===== src/rtl/rf_wb_arbiter.sv =====
// rf_wb_arbiter: write-port arbiter for the integer register file.
//
// Two writeback sources share one register-file write port:
//   req0 - main pipeline writeback (normal priority)
//   req1 - long-latency unit (load/CSR/multi-cycle); it gains priority after
//          MAX_WAIT consecutive stalled cycles, so it cannot be starved.
// Writes to x0 are accepted at once and never use the port.
//
// Ports:
//   clk, rst                  clock, asynchronous active-high reset
//   i_valid0/i_addr0/i_data0  req0 write request
//   o_ready0                  req0 accepted this cycle (combinational)
//   i_valid1/i_addr1/i_data1  req1 write request
//   o_ready1                  req1 accepted this cycle (combinational)
//   o_wen_rf/o_waddr/o_wdata  registered write command to the register file
//   o_boost                   req1 currently holds priority (combinational)
//   o_conflicts               saturating count of cycles with both requests live
module rf_wb_arbiter #(
  parameter int unsigned A_WIDTH   = 5,
  parameter int unsigned D_WIDTH   = 32,
  parameter int unsigned MAX_WAIT  = 4,
  parameter int unsigned CNT_WIDTH = 16
) (
  input  logic                 clk,
  input  logic                 rst,
  input  logic                 i_valid0,
  input  logic [A_WIDTH-1:0]   i_addr0,
  input  logic [D_WIDTH-1:0]   i_data0,
  output logic                 o_ready0,
  input  logic                 i_valid1,
  input  logic [A_WIDTH-1:0]   i_addr1,
  input  logic [D_WIDTH-1:0]   i_data1,
  output logic                 o_ready1,
  output logic                 o_wen_rf,
  output logic [A_WIDTH-1:0]   o_waddr,
  output logic [D_WIDTH-1:0]   o_wdata,
  output logic                 o_boost,
  output logic [CNT_WIDTH-1:0] o_conflicts
);

  localparam logic [3:0] MaxWait = 4'(MAX_WAIT);

  logic [3:0] wait_cnt_q, wait_cnt_d;
  logic [CNT_WIDTH-1:0] conflicts_d;
  logic eff0, eff1, grant0, grant1;

  always_comb begin
    eff0 = i_valid0 && (i_addr0 != '0);
    eff1 = i_valid1 && (i_addr1 != '0);

    o_boost = (wait_cnt_q == MaxWait);

    // req1 wins when alone or when boosted; req0 wins otherwise.
    grant1 = eff1 && (!eff0 || o_boost);
    grant0 = eff0 && (!eff1 || !o_boost);

    // x0 writes are acknowledged without touching the port.
    o_ready0 = grant0 || (i_valid0 && (i_addr0 == '0));
    o_ready1 = grant1 || (i_valid1 && (i_addr1 == '0));

    wait_cnt_d = '0;
    if (eff1 && !grant1) begin
      wait_cnt_d = (wait_cnt_q == MaxWait) ? wait_cnt_q : wait_cnt_q + 4'd1;
    end

    conflicts_d = o_conflicts;
    if (eff0 && eff1 && !(&o_conflicts)) begin
      conflicts_d = o_conflicts + 1'b1;
    end
  end

  always_ff @(posedge clk or posedge rst) begin
    if (rst) begin
      wait_cnt_q  <= '0;
      o_conflicts <= '0;
      o_wen_rf    <= 1'b0;
      o_waddr     <= '0;
      o_wdata     <= '0;
    end else begin
      wait_cnt_q  <= wait_cnt_d;
      o_conflicts <= conflicts_d;
      o_wen_rf    <= grant0 || grant1;
      // Address/data hold their last value when nothing is granted.
      if (grant1) begin
        o_waddr <= i_addr1;
        o_wdata <= i_data1;
      end else if (grant0) begin
        o_waddr <= i_addr0;
        o_wdata <= i_data0;
      end
    end
  end

endmodule

===== config.mk =====
export PLATFORM = sky130hd
export DESIGN_NAME = rf_wb_arbiter
export DESIGN_NICKNAME = d
export VERILOG_FILES = /design/src/rtl/rf_wb_arbiter.sv
export SDC_FILE = /design/constraint.sdc
export NUM_CORES = 1
export LEC_CHECK = 0
export ABC_CLOCK_PERIOD_IN_PS = 2250
export CAP_MARGIN = 5
export CORE_ASPECT_RATIO = 1.25
export CORE_MARGIN = 2
export CORE_UTILIZATION = 63
export DETAILED_ROUTE_END_ITERATION = 7
export DONT_BUFFER_PORTS = 1
export PLACE_DENSITY = 0.77
export RECOVER_POWER = 100
export SYNTH_ARGS = -nofsm -noshare
export SYNTH_HDL_FRONTEND = slang
export SYNTH_SLANG_ARGS = --single-unit
export TNS_END_PERCENT = 30

===== constraint.sdc =====
create_clock -name clk -period 2.25 [get_ports clk]
set_input_delay 0.3375 -clock clk [delete_from_list [all_inputs] [get_ports clk]]
set_output_delay 0.3375 -clock clk [all_outputs]
set_load 0.03 [all_outputs]

# == Yosys cells after proc, flatten, opt, wreduce, memory -nomap -nowiden ==
# Index checks and enable logic that the tools add are counted.
# totals
reg_bits,58
latch_bits,0
ram_bits,0
mem_bits_ro,0
in_bits,78
mem_count,0
# op_classes
addsub,2
mul,0
div_mod_pow,0
n_lt_le_gt_ge,0
eq_ne,2
shifts,0
n_mux,6
bitwise,0
reduce_logical,25
# op_table
operator,count
2-to-1 mux 32 bit,2
"adder 16 x 1 -> 16 bit, second input constant",1
AND reduction 16 bit,1
logical NOT 5 bit,2
2-to-1 mux 5 bit,2
nonzero test 5 bit,2
logical AND 1 bit,9
2-to-1 mux 4 bit,2
logical NOT 1 bit,5
logical OR 1 bit,5
"adder 4 x 1 -> 4 bit, second input constant",1
"== test 4 x 3 -> 1 bit, second input constant",1
"!= test 2 bit, second input constant",1
nonzero test 2 bit,1

# == Depth between registers and ports, before layout ==
# logic_depth
ltp_word,8
ltp_mapped,9

# == Worst setup path after synthesis ==
# Ideal clock, no wire load.
# synth_path
path_kind,register -> register
from,register o_conflicts[0]
to,register o_conflicts[1]
setup_ps,128
t_arrival_ps,2006
t_required_ps,2122
setup_slack_ps,117
path_stages_with_launch,7
path_buffers,1
synth_period_minus_slack_ps,2133
path_cell_list,dfrtp_1 > ha_1 > nand3_1 > or4_1 > nand3_1 > buf_4 > mux2_1
# synth_via
elab_chain_len,3
# synth_lines
item,line_no,rtl
start: declaration,38,output logic [CNT_WIDTH-1:0] o_conflicts
start signal: assignment,81,o_conflicts <= conflicts_d;
"parallel branches: the longest is 3 deep, another holds adder 16 x 1 -> 16 bit",n/a,
# Several ways; the timed one is not identified.
# A chain may end at the register's enable or synchronous reset.

# == Final worst setup path ==
# layout_path
from,register o_conflicts[1]
to,register o_conflicts[1]
# The elaborated chain is that of the path after synthesis.

==> results.txt <==
----------------------------------------------------
[Detailed routing]
  Average wire length per cell after detail routing ... 17.7 microns
  Per-cell via count in the routed design ... 5.85
  Routed via count ... 2043
  Total wire length ... 6190 microns
  Detail Route Antenna Nets ... 0
  DRC marker count from the first detailed-route iteration ... 129
  Number of design rule violations left after detail routing ... 0
  First drt pass iteration count ... 4

[Floorplanning]
  Core region area ... 0.00439 sq mm
  Number of ports placed on the die boundary ... 135
  Number of cell rows ... 27
  Initial core utilization ... 65.1%
  Die area ... 0.00510 sq mm
  Horiz. Die Dim ... 64.3 microns
  Floorplan die height ... 79.3 microns

[Yosys]
  Mean area per synthesized cell ... 10.7 sq um
  Asr flop ratio synth ... 100%
  Mapped Area ... 0.00286 sq mm
  Proportion of synthesized chip area in sequential cells ... 50.7%
  Number of flops mapped to enable cells by yosys ... 0
  Total of flip-flops plus latches after synthesis ... 58
  Syn Nets ... 348
  Synthesis warning total ... 0
  Main synth FF type ... sky130_fd_sc_hd__dfrtp_1
  Gate count of the mapped netlist ... 267
  Unique masters post-synth ... 33

[Clocking]
  Post-CTS clock slew at the launch and capture registers of the worst setup and hold paths ... 0.06 ns
  Total clock sinks ... 58
  TritonCTS Buffers ... 9
  Cts repair resizes ... 0
  TritonCTS clock tree ... done
  Buffer depth of the longest clock path ... 2
  Root cell of the clock tree ... sky130_fd_sc_hd__clkbuf_8
  Number of hold buffers added after cts ... 0
  Clock latency reported for the late side of the worst-skew pair ... 0.33 ns
  Count of H-tree levels built during CTS ... 3
  Number of setup buffers added after CTS ... 0

[Critical path]
  Max stage delay cell, worst path ... sky130_fd_sc_hd__or4_1
  Critical path startpoint category ... flip-flop
  Critical path required time ... 2.46 ns
  Max FO, Critical Path ... 12
  CP max stage delay ... 0.54 ns
  Worst Path Class, Setup ... reg -> reg
  Worst r2r path cells ... 5
  CP Depth ... 5
  Buffers and inverters on the worst path ... 0
  Data arrival time at the worst-slack endpoint ... 2.30 ns
  Critical Path, Cell by Cell ... ha_1, nand3_1, or4_1, nand3_1, mux2_1
  Critical Path End Type ... flip-flop
  Worst path most repeated cell ... sky130_fd_sc_hd__nand3_1
  Category of cells accounting for the largest share of critical-path delay ... simple AND/OR/NAND/NOR gates

[STA]
  Fin crit period ... 2.09 ns
  Finish-stage setup viols ... 0
  Number of hold violations in the final report ... 0
  Worst clock skew ... 0.00553 ns
  Transition time at the pin with the least slew margin ... 1.38 ns
  Max frequency ... 0.479 GHz
  Slew Viols, Final ... 0
  Final period util ... 92.8%
  Setup TNS after final layout ... 0 ns
  Unrepaired setup endpoints after global routing ... no
  Worst max-slew margin expressed relative to the limit ... 7.71%

[Global routing]
  First-pass GRT wire length ... 9650 microns
  Number of global-route vias before repair ... 2070
  All-Layer GR Usage ... 24.8%
  Grt total ovfl ... 0
  Number of antenna violations at the first check in global routing ... 0
  Pin count of the biggest net entering global routing ... 59

[Final layout]
  # nets final ... 367
  Final antenna diode count ... 0
  Area grow syn2layout ... 1.92%
  Share of cells above drive strength 1 ... 9.62%
  Number of filler cells placed in the layout ... 408
  Final core utilization ... 66.4%

[Run]
  Number of maximum-capacitance constraint violations ... 0

[Pwr]
  Leakage power ... 0.00128 uW
  Worst IR Drop VDD ... 0.000826 V
  Power density relative to cell area ... 941 mW/mm^2

[Worst hold path]
  Worst hold path depth ... 2
  Hold/Removal Path Class ... in -> reg

[Placed design]
  Final weighted congestion in routability-driven placement ... 0.760
  Port buffer count ... 0
  Detailed-placement wirelength estimate ... 4580 microns

[Status]
  Status ... finished clean

----------------------------------------------------
## final timing paths
check                                           start                          end  slack, ns
max                        o_conflicts[1]$_DFFE_PP0P_   o_conflicts[1]$_DFFE_PP0P_       0.16
min                                       i_data1[19]      o_wdata[19]$_DFFE_PP0P_       0.14
max reg2reg                o_conflicts[1]$_DFFE_PP0P_   o_conflicts[1]$_DFFE_PP0P_       0.16
min reg2reg                 wait_cnt_q[0]$_DFFE_PP0P_    wait_cnt_q[0]$_DFFE_PP0P_       0.49
max in group asynchronous                         rst  o_conflicts[14]$_DFFE_PP0P_       1.04
min in group asynchronous                         rst   o_conflicts[2]$_DFFE_PP0P_       0.36
## placed cells by master (no fill, tap or decap), types with 2 or more instances in the layout
| master | n |
|---|---|
| sky130_fd_sc_hd__a32oi_1 | 5 |
| sky130_fd_sc_hd__clkbuf_1 | 18 |
| sky130_fd_sc_hd__clkbuf_8 | 12 |
| sky130_fd_sc_hd__clkinv_2 | 2 |
| sky130_fd_sc_hd__dfrtp_1 | 58 |
| sky130_fd_sc_hd__ha_1 | 3 |
| sky130_fd_sc_hd__inv_1 | 11 |
| sky130_fd_sc_hd__mux2_1 | 2 |
| sky130_fd_sc_hd__nand2_1 | 5 |
| sky130_fd_sc_hd__nand3_1 | 6 |
| sky130_fd_sc_hd__nand4_1 | 7 |
| sky130_fd_sc_hd__nor2_1 | 81 |
| sky130_fd_sc_hd__nor3_1 | 5 |
| sky130_fd_sc_hd__o21a_4 | 2 |
| sky130_fd_sc_hd__o21ai_0 | 7 |
| sky130_fd_sc_hd__o22ai_1 | 31 |
| sky130_fd_sc_hd__or4_4 | 2 |
| sky130_fd_sc_hd__xnor2_1 | 3 |
| sky130_fd_sc_hd__xor2_1 | 13 |
## synth_stat cells (2+ instances only)
cell type                   n  area [sq um]
sky130_fd_sc_hd__inv_1     11          41.3
sky130_fd_sc_hd__mux2_1     2          22.5
sky130_fd_sc_hd__nand4_1    7          43.8
sky130_fd_sc_hd__xor2_1    13           114
sky130_fd_sc_hd__clkbuf_1   2          7.51
sky130_fd_sc_hd__or4_4      2          22.5
sky130_fd_sc_hd__nand2_1    5          18.8
sky130_fd_sc_hd__o22ai_2   30           375
sky130_fd_sc_hd__o21ai_0    7          35.0
sky130_fd_sc_hd__nor3_1     5          25.0
sky130_fd_sc_hd__xnor2_1    3          26.3
sky130_fd_sc_hd__ha_1       3          37.5
sky130_fd_sc_hd__a32oi_1    5          43.8
sky130_fd_sc_hd__o22ai_1    2          12.5
sky130_fd_sc_hd__nor2_1    81           304
sky130_fd_sc_hd__dfrtp_1   58          1450
sky130_fd_sc_hd__nand3_1    6          30.0
sky130_fd_sc_hd__o21a_4     2          30.0
sky130_fd_sc_hd__buf_6      9           101
## state kept, by name, summed over array words and instances, names as in the netlist
register,flops
o_waddr,5
wait_cnt_q,4
o_wdata,32
o_conflicts,16
o_wen_rf,1
## through the flow
stage / cells / hold slack (ns) / power [uW] / instance area (sq um) / worst slack (ns)
after floorplan: 267 / 0.452 / 1840 / 2860 / 0.117
after global placement: 333 / 0.467 / 1980 / 2980 / 0.242
after detailed placement: 333 / 0.464 / 2000 / 2980 / 0.188
after CTS: 349 / 0.109 / 2860 / 3160 / 0.150
after global routing: 349 / 0.134 / 2870 / 2920 / 0.0501
final: 349 / 0.140 / 2740 / 2920 / 0.161
## layout make-up
cell class                      count  area [sq um]  area share, %
Inverter                           12          45.0           1.55
Tap cell                           58          72.6           2.49
Sequential cell                    58          1450           49.8
Clock buffer                       14           173           5.92
Clock inverter                      2          10.0          0.343
Timing Repair Buffer               20           100           3.43
Multi-Input combinational cell    185          1060           36.5
## metal layers
metal | global-route usage [%] | wire [microns] | up-vias
li1 | - | - | 966
met1 | 27.1 | 2330 | 985
met2 | 42.8 | 3270 | 83
met3 | 8.92 | 504 | 9
met4 | 11.7 | 88 | 0
met5 | 0 | 0 | -
## cell families after synthesis
logic type / synth area share, %
simple gates: 17.7
xor+xnor: 4.90
flops: 50.7
fa+ha+maj: 1.31
buf+inv: 5.73
mux: 0.787
compound gates: 18.9
## where the power goes
group / total [uW] / switching, uW / leakage [uW] / internal, uW
Combinational: 484 / 346 / 0.000491 / 138
Sequential: 1400 / 230 / 0.000690 / 1170
Clock: 857 / 371 / 0.0000965 / 487
Total: 2740 / 947 / 0.00128 / 1800
Note: power is estimated with default switching activity, not from simulation.
